File: src/rtl/dmem_pkg.sv
// Shared types and constants for the data-memory arbiter.
// Latency: none (declarations only).
// Backpressure: none (declarations only).
// Contents: owner-state enum, lsu_op size codes, byte-enable constants,
// RAM command struct and the "access behaves as a word" helper.
// Optional build macro: DMEM_ARB_DBG_PORT_EN adds the RD_DBG owner state.
package dmem_pkg;

  typedef enum logic [1:0] {
    ST_IDLE   = 2'd0,
    ST_RD_LSU = 2'd1,
    ST_RD_IF  = 2'd2
`ifdef DMEM_ARB_DBG_PORT_EN
    , ST_RD_DBG = 2'd3
`endif
  } owner_e;

  // funct3 load/store size codes; bit 2 selects zero-extension on loads
  localparam logic [2:0] OP_LB  = 3'd0;
  localparam logic [2:0] OP_LH  = 3'd1;
  localparam logic [2:0] OP_LW  = 3'd2;
  localparam logic [2:0] OP_LBU = 3'd4;
  localparam logic [2:0] OP_LHU = 3'd5;

  localparam logic [1:0] SZ_BYTE = 2'd0;
  localparam logic [1:0] SZ_HALF = 2'd1;
  localparam logic [1:0] SZ_WORD = 2'd2;

  localparam logic [3:0] BE_NONE = 4'b0000;
  localparam logic [3:0] BE_BYTE = 4'b0001;
  localparam logic [3:0] BE_HALF = 4'b0011;
  localparam logic [3:0] BE_WORD = 4'b1111;

  typedef struct packed {
    logic        en;
    logic        we;
    logic [3:0]  be;
    logic [31:0] wdata;
  } ram_cmd_t;

  // Word accesses, the unused size code 3 and misaligned halves are all
  // carried out as a full word at the aligned address.
  function automatic logic lsu_is_word(input logic [2:0] op, input logic [1:0] off);
    return (op[1:0] == SZ_WORD) || (op[1:0] == 2'd3) ||
           ((op[1:0] == SZ_HALF) && off[0]);
  endfunction

endpackage

File: src/rtl/dmem_ldalign.sv
// Load-data alignment: picks the addressed byte/half out of a RAM word and
// sign- or zero-extends it. Latency: combinational. Backpressure: none.
// Ports: op (registered funct3), off (registered byte offset), rdata (RAM
// word) in; data (aligned, extended load value) out.
module dmem_ldalign
  import dmem_pkg::*;
(
  input  logic [2:0]  op,
  input  logic [1:0]  off,
  input  logic [31:0] rdata,
  output logic [31:0] data
);

  logic [31:0] sh;

  always_comb begin
    // word accesses always arrive with off = 0, so sh equals rdata for them
    sh = rdata >> {off, 3'b000};
    case (op[1:0])
      SZ_BYTE: data = op[2] ? {24'h0, sh[7:0]}  : {{24{sh[7]}}, sh[7:0]};
      SZ_HALF: data = op[2] ? {16'h0, sh[15:0]} : {{16{sh[15]}}, sh[15:0]};
      default: data = sh;
    endcase
  end

endmodule

File: src/rtl/dmem_arb.sv
// Single-port data RAM arbiter between LSU and instruction fetch.
// Latency: grant and RAM command same cycle; read data/rvalid one cycle later.
// Backpressure: losing requester sees gnt=0 and must hold its request; LSU
// wins by default, fetch wins after LSU_MAX_RUN back-to-back LSU grants.
// Ports: clk, cpurst_n; lsu_* request/grant/load-return; if_* fetch
// request/grant/return; flush; ram_* RAM command and ram_rdata; mem_stall.
// Optional build macro: DMEM_ARB_DBG_PORT_EN adds a top-priority dbg_* word port.
module dmem_arb
  import dmem_pkg::*;
#(
  parameter int AW          = 32,
  parameter int LSU_MAX_RUN = 4
) (
  input  logic          clk,
  input  logic          cpurst_n,
  input  logic          lsu_req,
  input  logic          lsu_we,
  input  logic [AW-1:0] lsu_addr,
  input  logic [31:0]   lsu_wdata,
  input  logic [2:0]    lsu_op,
  output logic          lsu_gnt,
  output logic          lsu_rvalid,
  output logic [31:0]   lsu_rdata,
  output logic          mem_stall,
  input  logic          if_req,
  input  logic [AW-1:0] if_addr,
  output logic          if_gnt,
  output logic          if_rvalid,
  output logic [31:0]   if_rdata,
  input  logic          flush,
  output logic          ram_en,
  output logic          ram_we,
  output logic [3:0]    ram_be,
  output logic [AW-1:0] ram_addr,
  output logic [31:0]   ram_wdata,
  input  logic [31:0]   ram_rdata
`ifdef DMEM_ARB_DBG_PORT_EN
  ,
  input  logic          dbg_req,
  input  logic          dbg_we,
  input  logic [AW-1:0] dbg_addr,
  input  logic [31:0]   dbg_wdata,
  output logic          dbg_gnt,
  output logic          dbg_rvalid,
  output logic [31:0]   dbg_rdata
`endif
);

  localparam int RW = (LSU_MAX_RUN < 1) ? 1 : $clog2(LSU_MAX_RUN + 1);
  localparam logic [RW-1:0] RUN_MAX = RW'(LSU_MAX_RUN);

  owner_e        state;
  logic [RW-1:0] run;
  logic [2:0]    ld_op;
  logic [1:0]    ld_off;
  logic          dbg_win, lsu_win, if_win;
  logic          lsu_word;
  logic [2:0]    lsu_op_eff;
  logic [1:0]    lsu_off_eff;
  ram_cmd_t      cmd;
  logic [31:0]   ld_data;

`ifdef DMEM_ARB_DBG_PORT_EN
  assign dbg_win = cpurst_n & dbg_req;
`else
  assign dbg_win = 1'b0;
`endif

  // Fetch is blocked during flush; a starved fetch overrides the LSU.
  assign if_win  = cpurst_n & ~dbg_win & if_req & ~flush &
                   (~lsu_req | (run == RUN_MAX));
  assign lsu_win = cpurst_n & ~dbg_win & lsu_req & ~if_win;

  assign lsu_word    = lsu_is_word(lsu_op, lsu_addr[1:0]);
  assign lsu_op_eff  = lsu_word ? OP_LW : lsu_op;
  assign lsu_off_eff = lsu_word ? 2'b00 : lsu_addr[1:0];

  always_comb begin
    cmd      = '0;
    ram_addr = '0;
`ifdef DMEM_ARB_DBG_PORT_EN
    if (dbg_win) begin
      cmd.en    = 1'b1;
      cmd.we    = dbg_we;
      cmd.be    = BE_WORD;
      cmd.wdata = dbg_we ? dbg_wdata : 32'h0;
      ram_addr  = dbg_addr & ~AW'(3);
    end else
`endif
    if (lsu_win) begin
      cmd.en   = 1'b1;
      cmd.we   = lsu_we;
      ram_addr = lsu_addr & ~AW'(3);
      if (lsu_word)
        cmd.be = BE_WORD;
      else if (lsu_op[1:0] == SZ_BYTE)
        cmd.be = BE_BYTE << lsu_addr[1:0];
      else
        cmd.be = BE_HALF << {lsu_addr[1], 1'b0};
      // sub-word stores are replicated so every lane carries the data
      if (lsu_we) begin
        if (lsu_word)
          cmd.wdata = lsu_wdata;
        else if (lsu_op[1:0] == SZ_BYTE)
          cmd.wdata = {4{lsu_wdata[7:0]}};
        else
          cmd.wdata = {2{lsu_wdata[15:0]}};
      end
    end else if (if_win) begin
      cmd.en   = 1'b1;
      cmd.be   = BE_WORD;
      ram_addr = if_addr;
    end
  end

  assign ram_en    = cmd.en;
  assign ram_we    = cmd.we;
  assign ram_be    = cmd.be;
  assign ram_wdata = cmd.wdata;

  // Owner of the read data returning next cycle, starvation counter and
  // the load size/offset needed to align that data.
  always_ff @(posedge clk or negedge cpurst_n) begin
    if (!cpurst_n) begin
      state  <= ST_IDLE;
      run    <= '0;
      ld_op  <= '0;
      ld_off <= '0;
    end else begin
      if (lsu_win && !lsu_we)
        state <= ST_RD_LSU;
      else if (if_win)
        state <= ST_RD_IF;
`ifdef DMEM_ARB_DBG_PORT_EN
      else if (dbg_win && !dbg_we)
        state <= ST_RD_DBG;
`endif
      else
        state <= ST_IDLE;

      if (if_win || !if_req)
        run <= '0;
      else if (lsu_win && (run != RUN_MAX))
        run <= run + RW'(1);

      if (lsu_win && !lsu_we) begin
        ld_op  <= lsu_op_eff;
        ld_off <= lsu_off_eff;
      end
    end
  end

  dmem_ldalign u_ldalign (
    .op    (ld_op),
    .off   (ld_off),
    .rdata (ram_rdata),
    .data  (ld_data)
  );

  assign lsu_gnt    = lsu_win;
  assign if_gnt     = if_win;
  assign lsu_rvalid = (state == ST_RD_LSU);
  assign lsu_rdata  = lsu_rvalid ? ld_data : 32'h0;
  // A flush kills the fetch data returning in the same cycle.
  assign if_rvalid  = (state == ST_RD_IF) & ~flush;
  assign if_rdata   = if_rvalid ? ram_rdata : 32'h0;
  // Load data always returns the very next cycle, so only an ungranted
  // request holds the pipeline.
  assign mem_stall  = lsu_req & ~lsu_win;

`ifdef DMEM_ARB_DBG_PORT_EN
  assign dbg_gnt    = dbg_win;
  assign dbg_rvalid = (state == ST_RD_DBG);
  assign dbg_rdata  = dbg_rvalid ? ram_rdata : 32'h0;
`endif

endmodule

File: config.mk
export PLATFORM = sky130hd
export DESIGN_NAME = dmem_arb
export DESIGN_NICKNAME = d
export VERILOG_FILES = /design/src/rtl/dmem_pkg.sv /design/src/rtl/dmem_ldalign.sv /design/src/rtl/dmem_arb.sv
export SDC_FILE = /design/constraint.sdc
export NUM_CORES = 1
export LEC_CHECK = 0
export CAP_MARGIN = 5
export CORE_ASPECT_RATIO = 0.6
export CORE_MARGIN = 2
export CORE_UTILIZATION = 27
export DETAILED_ROUTE_END_ITERATION = 6
export GPL_ROUTABILITY_DRIVEN = 0
export GPL_TIMING_DRIVEN = 0
export PLACE_DENSITY = 0.88
export SLEW_MARGIN = 20
export SYNTH_ARGS = -nofsm -noshare
export SYNTH_HDL_FRONTEND = slang
export SYNTH_HIERARCHICAL = 1
export SYNTH_SLANG_ARGS = --single-unit
File: constraint.sdc
create_clock -name clk -period 1.6 [get_ports clk]
set_input_delay 0.16 -clock clk [delete_from_list [all_inputs] [get_ports clk]]
set_output_delay 0.16 -clock clk [all_outputs]
set_load 0.005 [all_outputs]
[Word-level counts from Yosys, hierarchy flattened]
Index checks and enable logic that the tools add are counted.
Storage, ports and cells
  flip-flop bits (word level): 10
  logic and storage cells: 63
Cells by class
  add/subtract/negate cells: 1
  equal/unequal tests: 8
  shifts and indexed selects: 3
  muxes and demuxes: 24
  bitwise gates (word level): 12
  reductions and logical operators: 11
Operators by type and width (number)
  $mux W32: 10
  $pmux W32 S2: 1
  $shr A32 B5 Y32: 1
  $mux W4: 4
  $mux W3: 3
  $and A1 B1 Y1: 7
  $eq A2 B1 Y1 const B: 3
  $eq A2 B2 Y1 const B: 3
  $mux W2: 3
  $logic_not A2 Y1: 2
  $not A1 Y1: 4
  $shl A1 B2 Y4 const A: 1
  $shl A2 B2 Y4 const A: 1
  $add A3 B1 Y3 const B: 1
  $eq A3 B3 Y1 const B: 1
  $logic_and A1 B1 Y1: 3
  $logic_or A1 B1 Y1: 3
  $mux W1: 3
  $ne A3 B3 Y1 const B: 1
  $logic_not A1 Y1: 2
  $reduce_bool A2 Y1: 1
  $or A1 B1 Y1: 1

[Longest topological paths before layout]
  depth in word-level cells: 8
  depth in mapped cells: 6

[By module]
Netlist, hierarchy kept.
By module, submodules not included
  dmem_arb: times used 1, cells each 263, area an instance 1855.5 um^2, sequential area each 250.2 um^2
  dmem_ldalign: times used 1, cells each 103, area an instance 768.2 um^2, sequential area each 0.0 um^2

[Least setup slack after synthesis]
Ideal clock, no wire load.
  path type: register -> output
  start: reg ld_off[1]
  end: out lsu_rdata[22]
  arrival: 1.416 ns
  required time: 1.440 ns
  setup slack: 0.024 ns
  cell stages (with the launch flop): 7
  path buffers: 2
  cell sequence: dfrtp_1 -> buf_6 -> mux2_4 -> o221ai_4 -> buf_6 -> o22ai_1 -> and2_1
On the way
  longest elaborated chain between the ends: 4
RTL lines
  from (decl): RTL line dmem_arb.sv:55  | logic [1:0] ld_off;
  from (signal assigned): RTL line dmem_arb.sv:148  | ld_off <= lsu_off_eff;
  $shr A32 B5 Y32 (*): RTL line dmem_ldalign.sv:18  | sh = rdata >> {off, 3'b000};
  $mux W32, on equally long branches: RTL line dmem_ldalign.sv:21, dmem_ldalign.sv:20
  $pmux W32 S2 (*): RTL line dmem_ldalign.sv:19  | case (op[1:0])
  net ld_data[22]: RTL line dmem_arb.sv:61  | logic [31:0] ld_data;
  $mux W32 (*): RTL line dmem_arb.sv:163  | assign lsu_rdata = lsu_rvalid ? ld_data : 32'h0;
  to (decl): RTL line dmem_arb.sv:23  | output logic [31:0] lsu_rdata,
The timed path passes the listed nets; every way through them passes the cells marked *.

[Worst setup path after layout]
  start: reg ld_off[1]
  end: out lsu_rdata[19]
The elaborated chain is that of the path after synthesis.

==> results.toml <==
[global_routing]
grtUsageMet2_pct = 56.79
gr-usage-met3_pct = 7.955
busiest_layer = "met2"
grt_max_degree = 11
met1_usage_pct = 36.39
antenna_found_initial = 0
overflow = 0
grt_usage_pct = 30.74
grt_pass1_wl_mm = 25.87
grt_pass1_vias = 4717

[yosys]
ys_types = 51
synthTopCellsByArea = "and2_1, a22o_1, dfrtp_1, mux2i_1, a21oi_1"
post-synth-top-count-cell = "and2_1"
netlist.area_leader.share_pct = 15.98
syn_area_sq_um = 2624
ys.flop_type = "dfrtp_1"
async_flop_share_pct = 100.0
yosys.area.top_type = "and2_1"
syn-instance-count = 366
synth-seq-cells = 10
synth_fp_nets = 505
synth-edff-count = 0
synth_seq_area_share_pct = 9.537
syn_avg_cell_area_sq_um = 7.169
ys_warn_count = 6
ys_top_cells_by_count = "and2_1, a21oi_1, a22o_1"

[worst_hold_path]
hold_end = "state[1]"
hold_depth = 2
hold_start = "lsu_req"
hp-class = "in -> reg"

[placed_design]
place_inst = 768
hpwl_mm = 11.31
dpl_cell_area_sq_um = 5509
port_buffers = 272

[final_layout]
syn_to_final_growth_pct = 174.5
diodes = 0
layoutNonFillerInstCount = 880
layout-drive-gt1-share_pct = 55.33
fin_area_sq_um = 7202
fin_nets = 890

[clock_tree]
clockRootBuffer = "clkbuf_16"
htreeDepth = 1
cts_buffers = 3
cts_max_path_buffers = 2
cts.clk_slew.worst_paths_ns = 0.04
clk_latency_ns = 0.24
clock_sinks = 10
tritoncts = "built"

[power_and_ir_drop]
p_total_uw = 3105
seqPwrFrac_pct = 9.8
p_per_area_nw_per_um2 = 431.2
p_leak_uw = 0.003379
switching_share_pct = 37.45
vdd_drop_max_mv = 0.3580
combPwrFrac_pct = 74.1
power.net_switching_uw = 1163
internal_power_uw = 1942
power.share.clock_pct = 16.1

[timing]
hold_violations = 0
slew_violations = 0
finalCritPeriodShare_pct = 137.3
fin_skew_ns = 0.002736
worst_pin_slew_ns = 0.6332
period_minus_slack_ns = 2.197
setup_ws_ns = -0.5975
tns_ns = -46.28
max_freq_mhz = 455.1
relSlewSlack_pct = 57.65
setup_viol = 142
rsz0062_at_grt = "yes"

[setup_path]
cp_common_cell = "buf_6"
critPathTopFamily = "buffers and inverters"
cp.arrival_ns = 2.04
crit_slowest_cell = "dfrtp_1"
worst_setup_path_end_kind = "primary output"
crit_buf_inv = 4
reg2reg_to = "ld_op[0]"
cp.required_ns = 1.44
r2r.worst_path.cells = 7
worstSetupPathType = "reg -> out"
worstPathCellList = "buf_6 -> mux2_4 -> o221ai_4 -> buf_6 -> buf_6 -> o22ai_2 -> and2_1 -> buf_2"
reg2reg_slack_ns = -0.16
critPathLaunchType = "register"
r2r-start = "run[0]"
slowest_delay_ns = 0.39
critPathMaxFanout = 5

[detailed_routing]
postRouteAntennaNets = 0
drc = 0
drtIter0Drc = 330
viasPerCell = 5.324
via_count = 4685
wl_per_cell_um = 20.72
first_pass_iters = 4
postRouteWirelength_mm = 18.24

[floorplanning]
dieHeight_um = 80.36
num_rows = 27
pin_count = 276
start_util_pct = 28.14
coreArea_sq_um = 9324
die_w_um = 131.3
die-area_sq_um = 10550

[status]
status = "complete, but fails checks"
violations = "setup timing"

[run]
drv_cap = 0
[worst max-delay path by stage]
stage	start	endpoint	slack (ns)	cells past startpoint
2_1_floorplan	ld_off[1]	lsu_rdata[22]	0.02	6
3_3_place_gp	cpurst_n	ram_wdata[29]	-1.13	8
3_5_place_dp	cpurst_n	ram_wdata[29]	-1.15	8
4_1_cts	ld_off[1]	lsu_rdata[22]	-0.53	8
5_1_grt	ld_off[1]	lsu_rdata[26]	-0.64	9
6_report	ld_off[1]	lsu_rdata[19]	-0.60	8
[stage by stage]
stage	worst slack, ns	hold slack, ns	utilization, %
floorplan	0.02397	-0.1356	-
global placement	-1.128	0.4441	59.08
detailed placement	-1.151	0.4496	59.08
CTS	-0.5320	0.2241	70.85
global route	-0.6440	0.2520	77.24
finish	-0.5975	0.2372	77.24
[placed cells by master (no fill, tap or decap), drive strengths merged, types with 9 or more instances in the layout]
cell type | Yosys | routed
a21oi | 35 | 35
a22o | 30 | 30
buf | 27 | 266
clkbuf | 9 | 13
nor2b | 11 | 11
a211oi | 9 | 9
mux2i | 19 | 19
and2 | 67 | 67
and3 | 9 | 9
clkdlybuf4s50 | 0 | 130
nor3 | 15 | 15
dfrtp | 10 | 10
or2 | 11 | 11
nor2 | 25 | 25
nand2 | 22 | 22
[area by class of cell]
cell class              instances  area [sq um]
repair buffers                388          3702
multi-input cells             312          2711
fillers                       593          2122
plain buffers                  28         256.5
flip-flops and latches         10         250.2
well taps                     130         162.7
clock buffers                   4         88.84
inverters                       8         30.03
[metal layers]
metal / part of all wire [%] / wire (um)
met3: 8.1 / 1484
met1: 39 / 7083
met5: 0 / 0
met2: 51 / 9317
met4: 1.9 / 350
[power by group through the flow]
stage | clock, uW | sequential [uW] | combinational (uW)
floorplan | 0 | 296 | 761
global placement | 0 | 301 | 1510
detailed placement | 0 | 301 | 1560
CTS | 500 | 300 | 1950
global route | 515 | 307 | 2410
finish | 501 | 305 | 2300
[timing repair]
action,in CTS,in global routing
cloned,11,3
buffers inserted,88,29
hold buffers,1,0
setup endpoints to repair,148,147
hold endpoints to repair,10,0
resized for setup,728,161
pin swaps,70,24
[cells by family (layout without fill, tap and decap cells)]
logic type	count (synthesis)	in the layout	synth area share (%)
and+or+nand+nor	173	173	38.48
AOI/OAI and AO/OA	111	111	31.90
buffers and inverters	44	428	8.679
muxes	25	25	10.11
DFF	10	10	9.537
adders and majority gates	2	2	0.9536
xor gates and xnor gates	1	1	0.3339
[state kept, by name, summed over array words and instances, names as in the netlist]
name / flops
ld_off: 2
ld_op: 3
run: 3
state: 2
[worst register-to-register path: cells and delay by family, from the launching register on]
kind / cells / cell delay (ns)
DFF: 1 / 0.37
muxes: 1 / 0.34
and+or+nand+nor: 2 / 0.47
buffers and inverters: 3 / 0.29
adders and majority gates: 1 / 0.17
Note: power is estimated with default switching activity, not from simulation.
